[src/rtl/wb_regfile.sv]
// wb_regfile -- write-back stage and general-purpose register file.
//
// Selects the write-back value (load data or ALU result), commits it to a
// register file of NREGS entries, serves two asynchronous decode read ports
// with write-first bypass, and counts effective commits since reset.
//
// Ports:
//   clk, rst        clock (rising edge) and synchronous active-high reset
//   Regfile_weW     write-back enable from MEM/WB
//   memToRegW       1: commit readDataW, 0: commit aluOutW
//   aluOutW         ALU result from MEM/WB
//   readDataW       load data from MEM/WB
//   writeRegAddrW   destination register
//   rsAddrD/rtAddrD decode read port A/B addresses
//   rsDataD/rtDataD decode read port A/B data (combinational)
//   resultW         selected write-back value (combinational), for forwarding
//   wbCount         number of effective commits since reset (wraps)
module wb_regfile #(
  parameter int unsigned DATA_W = 32,
  parameter int unsigned ADDR_W = 5,
  parameter int unsigned NREGS  = 32,
  parameter int unsigned CNT_W  = 32
) (
  input  logic              clk,
  input  logic              rst,
  input  logic              Regfile_weW,
  input  logic              memToRegW,
  input  logic [DATA_W-1:0] aluOutW,
  input  logic [DATA_W-1:0] readDataW,
  input  logic [ADDR_W-1:0] writeRegAddrW,
  input  logic [ADDR_W-1:0] rsAddrD,
  input  logic [ADDR_W-1:0] rtAddrD,
  output logic [DATA_W-1:0] rsDataD,
  output logic [DATA_W-1:0] rtDataD,
  output logic [DATA_W-1:0] resultW,
  output logic [CNT_W-1:0]  wbCount
);

  logic [DATA_W-1:0] regs_q [NREGS];
  logic [DATA_W-1:0] regs_d [NREGS];
  logic [CNT_W-1:0]  cnt_q;
  logic [CNT_W-1:0]  cnt_d;
  logic              we_eff;

  // Write-back mux.
  always_comb begin
    resultW = memToRegW ? readDataW : aluOutW;
  end

  // A write only takes effect outside reset and never to r0; the same
  // qualifier gates the bypass so reset-cycle reads see stored contents.
  always_comb begin
    we_eff = Regfile_weW && !rst && (writeRegAddrW != '0);
  end

  always_comb begin
    regs_d = regs_q;
    if (rst) begin
      for (int unsigned i = 0; i < NREGS; i++) begin
        regs_d[i] = '0;
      end
    end else if (we_eff) begin
      regs_d[writeRegAddrW] = resultW;
    end
  end

  always_comb begin
    cnt_d = cnt_q;
    if (rst) begin
      cnt_d = '0;
    end else if (we_eff) begin
      cnt_d = cnt_q + CNT_W'(1);
    end
  end

  always_ff @(posedge clk) begin
    regs_q <= regs_d;
    cnt_q  <= cnt_d;
  end

  // Read ports: r0 is hard zero, then write-first bypass, then storage.
  always_comb begin
    rsDataD = regs_q[rsAddrD];
    if (rsAddrD == '0) begin
      rsDataD = '0;
    end else if (we_eff && (writeRegAddrW == rsAddrD)) begin
      rsDataD = resultW;
    end
  end

  always_comb begin
    rtDataD = regs_q[rtAddrD];
    if (rtAddrD == '0) begin
      rtDataD = '0;
    end else if (we_eff && (writeRegAddrW == rtAddrD)) begin
      rtDataD = resultW;
    end
  end

  always_comb begin
    wbCount = cnt_q;
  end

endmodule
[config.mk]
export PLATFORM = sky130hd
export DESIGN_NAME = wb_regfile
export DESIGN_NICKNAME = d
export VERILOG_FILES = /design/src/rtl/wb_regfile.sv
export SDC_FILE = /design/constraint.sdc
export NUM_CORES = 2
export LEC_CHECK = 0
export ABC_CLOCK_PERIOD_IN_PS = 7800
export BUFFER_PORTS_ARGS = -buffer_cell sky130_fd_sc_hd__buf_4
export CAP_MARGIN = 5
export CORE_MARGIN = 10
export CORE_UTILIZATION = 35
export CTS_BUF_LIST = sky130_fd_sc_hd__clkbuf_2 sky130_fd_sc_hd__clkbuf_4 sky130_fd_sc_hd__clkbuf_8
export CTS_CLUSTER_DIAMETER = 100
export DETAILED_ROUTE_END_ITERATION = 16
export HOLD_SLACK_MARGIN = 0.03
export SLEW_MARGIN = 10
export SYNTH_ARGS = -nofsm -noshare
export SYNTH_HDL_FRONTEND = slang
export SYNTH_SLANG_ARGS = --single-unit
[constraint.sdc]
create_clock -name clk -period 7.8 [get_ports clk]
set_input_delay 1.56 -clock clk [delete_from_list [all_inputs] [get_ports clk]]
set_output_delay 1.56 -clock clk [all_outputs]
set_load 0.005 [all_outputs]
==> impl_metrics.env <==
export IMPL_cts_max_level=4
export IMPL_die_y_um=411
export IMPL_status="complete, no violations"
export IMPL_layout_commonest_cell="nor2_1"
export IMPL_hp_class="flip-flop to flip-flop"
export IMPL_rows=143
export IMPL_fin_tns_setup_ns=0
export IMPL_synth_warnings=0
export IMPL_dominantRegCellSynth="dfxtp_1"
export IMPL_drcViolationCount=0
export IMPL_cp_slowest_stage_delay_ns=1.06
export IMPL_timing_critical_path_buf_inv=2
export IMPL_endpoint_kind="output port"
export IMPL_cap_violations=0
export IMPL_avgSynthCellArea_um2=10.6
export IMPL_crit_type="input port to output port"
export IMPL_gp_routability_congestion=0.899
export IMPL_cp_top_family="compound AO/OA/AOI/OAI gates"
export IMPL_syn_to_final_growth_pct=13.5
export IMPL_grt_pass1_vias=41809
export IMPL_synth_edf_count=0
export IMPL_cp_arrival_ns=5.21
export IMPL_drt_wirelength_per_cell_um=28.6
export IMPL_postRouteAntennaNets=0
export IMPL_dp_cells=6823
export IMPL_worst_slew_pin_slew_ns=1.30
export IMPL_ys_seq_area_frac=0.396
export IMPL_hold_viol=0
export IMPL_final_cell_mix="nor2_1 (1,062), dfxtp_1 (1,056), a211oi_1 (1,051)"
export IMPL_dr_first_iter_drc_count=6349
export IMPL_netlist_area_um2=53400
export IMPL_first_pass_iters=5
export IMPL_fp_dieW_um=411
export IMPL_crit_chain="buf_4 > or2_1 > o211ai_4 > o31ai_4 > o22ai_1 > a211oi_1 > buf_4"
export IMPL_critPathSlowestCell="o31ai_4"
export IMPL_vias=44109
export IMPL_post_cts_resize_count=0
export IMPL_antenna_found_initial=16
export IMPL_setup_viol=0
export IMPL_async_flop_share=0
export IMPL_power_leakage_nw=19.5
export IMPL_grt_ovfl_total=0
export IMPL_nets=5067
export IMPL_tritoncts="built"
export IMPL_clkLatencyLatePin_ns=0.91
export IMPL_synth_seq_cells=1056
export IMPL_post_cts_buffers=0
export IMPL_post_route_period_util=0.868
export IMPL_io_pins=211
export IMPL_timing_slew_headroom=0.134
export IMPL_rsz0062_at_grt="no"
export IMPL_hold_ws_ns=0.482
export IMPL_wl_um=205000
export IMPL_vdd_drop_max_v=0.000152
export IMPL_critPathMaxFanout=17
export IMPL_grt_pass1_wl_um=295000
export IMPL_vias_per_cell=6.16
export IMPL_grt_max_degree=197
export IMPL_syn_inst=5052
export IMPL_core_um2=152000
export IMPL_place_area_um2=56400
export IMPL_cts_max_path_buffers=3
export IMPL_drive_above_1_share=0.252
export IMPL_finalNonFillerCells=7159
export IMPL_start_util=0.352
export IMPL_fillCellCount=14713
export IMPL_fmax_mhz=148
export IMPL_final_setup_skew_ns=0.00954
export IMPL_synth_fp_nets=5136
export IMPL_ys_types=72
export IMPL_hpwl_um=125000
export IMPL_fin_crit_ns=6.77
export IMPL_cts_hold_buf=0
export IMPL_port_buffers=210
export IMPL_start_kind="input port"
export IMPL_dieArea_um2=169000
export IMPL_cts_root_buf="clkbuf_8"
export IMPL_clock_sinks=1056
export IMPL_final_cell_area_um2=60600
export IMPL_crit_top_cell="buf_4"
export IMPL_grt_use_total=0.233
export IMPL_finalMaxSlewViolations=0
export IMPL_numCtsBuffers=185
export IMPL_p_per_area_nw_per_um2=203
export IMPL_required_ns=6.24
export IMPL_clk_pin_slew_ns=0.06
-- worst reg2reg max path: cells and delay by family (launching register included) --
family,cells,cell delay (ns)
flip-flops,1,0.43
AND/OR/NAND/NOR,4,1.51
multiplexers,1,0.32
-- power breakdown --
group          leakage [nW]  switching (mW)  internal [mW]
Combinational          8.80           0.830          0.393
Clock                  2.16            2.46           3.19
Sequential             8.51          0.0290           5.43
Total                  19.5            3.31           9.02
-- synth_stat cells, drive strengths merged, types with 6 or more instances --
master  count  area, um^2
and3        8        50.1
o21ai       9        45.0
nor2     1096        4170
o221ai      8        70.1
nand2b     11        68.8
nor3       12        65.1
a221o       7        70.1
a21o        6        45.0
a22oi      21         158
nor4        8        80.1
nand2      35         131
o21a        6        45.0
clkbuf    379        1420
o31ai       9         100
nand3      27         135
mux4      501       11300
dfxtp    1056       21100
a21oi      28         140
a211oi   1053        7910
nor2b      53         332
a221oi     49         479
o22ai      21         131
o32ai      17         149
xnor2      27         236
buf       226        1500
mux2i     261        2610
mux2        9         101
inv        40         150
nand4       7        56.3
-- through the flow --
step / setup slack [ns] / util / power (mW)
after floorplan: 2.99 / - / 6.29
after global placement: 0.907 / 0.372 / 6.77
after detailed placement: 0.729 / 0.372 / 6.77
after CTS: 0.817 / 0.399 / 12.4
after global routing: 1.06 / 0.399 / 12.7
final: 1.03 / 0.399 / 12.3
-- metal layers --
layer	GRT usage	vias up	wire length, um
li1	-	19111	-
met1	0.315	21883	83900
met2	0.344	2625	88800
met3	0.0730	476	24100
met4	0.0956	14	7980
met5	0	-	84
-- sequential cells by signal, indices dropped and copies added (netlist names) --
signal / cells
wbCount: 32
regs_q: 1024
-- layout make-up --
| type | count | area, um^2 | share of cell area |
|---|---|---|---|
| Clock inverter | 33 | 350 | 0.00578 |
| Sequential cell | 1056 | 21100 | 0.349 |
| Clock buffer | 294 | 3730 | 0.0615 |
| Timing Repair Buffer | 349 | 2850 | 0.0471 |
| Inverter | 45 | 171 | 0.00283 |
| Multi-Input combinational cell | 3346 | 29800 | 0.492 |
| Antenna cell | 6 | 15.0 | 0.000248 |
| Tap cell | 2030 | 2540 | 0.0419 |
-- kinds of logic after synthesis --
family / after synthesis / synth area share
XOR/XNOR: 32 / 0.00525
buffers and inverters: 650 / 0.0580
multiplexers: 771 / 0.262
adder cells (fa/ha/maj): 1 / 0.000234
flip-flops: 1056 / 0.396
AND/OR/NAND/NOR: 1279 / 0.0985
AO/OA/AOI/OAI: 1263 / 0.180
-- worst paths after layout --
kind | startpoint | end | slack (ns) | depth (start not counted)
setup / recovery | writeRegAddrW[0] | rsDataD[6] | 1.03 | 7
hold / removal | regs_q[1002]$_SDFFE_PP0P_ | regs_q[1002]$_SDFFE_PP0P_ | 0.48 | 1
setup reg to reg | wbCount[3]$_SDFFE_PP0P_ | wbCount[31]$_SDFFE_PP0P_ | 5.43 | 5
hold reg to reg | regs_q[1002]$_SDFFE_PP0P_ | regs_q[1002]$_SDFFE_PP0P_ | 0.48 | 1
Note: power is estimated with default switching activity, not from simulation.
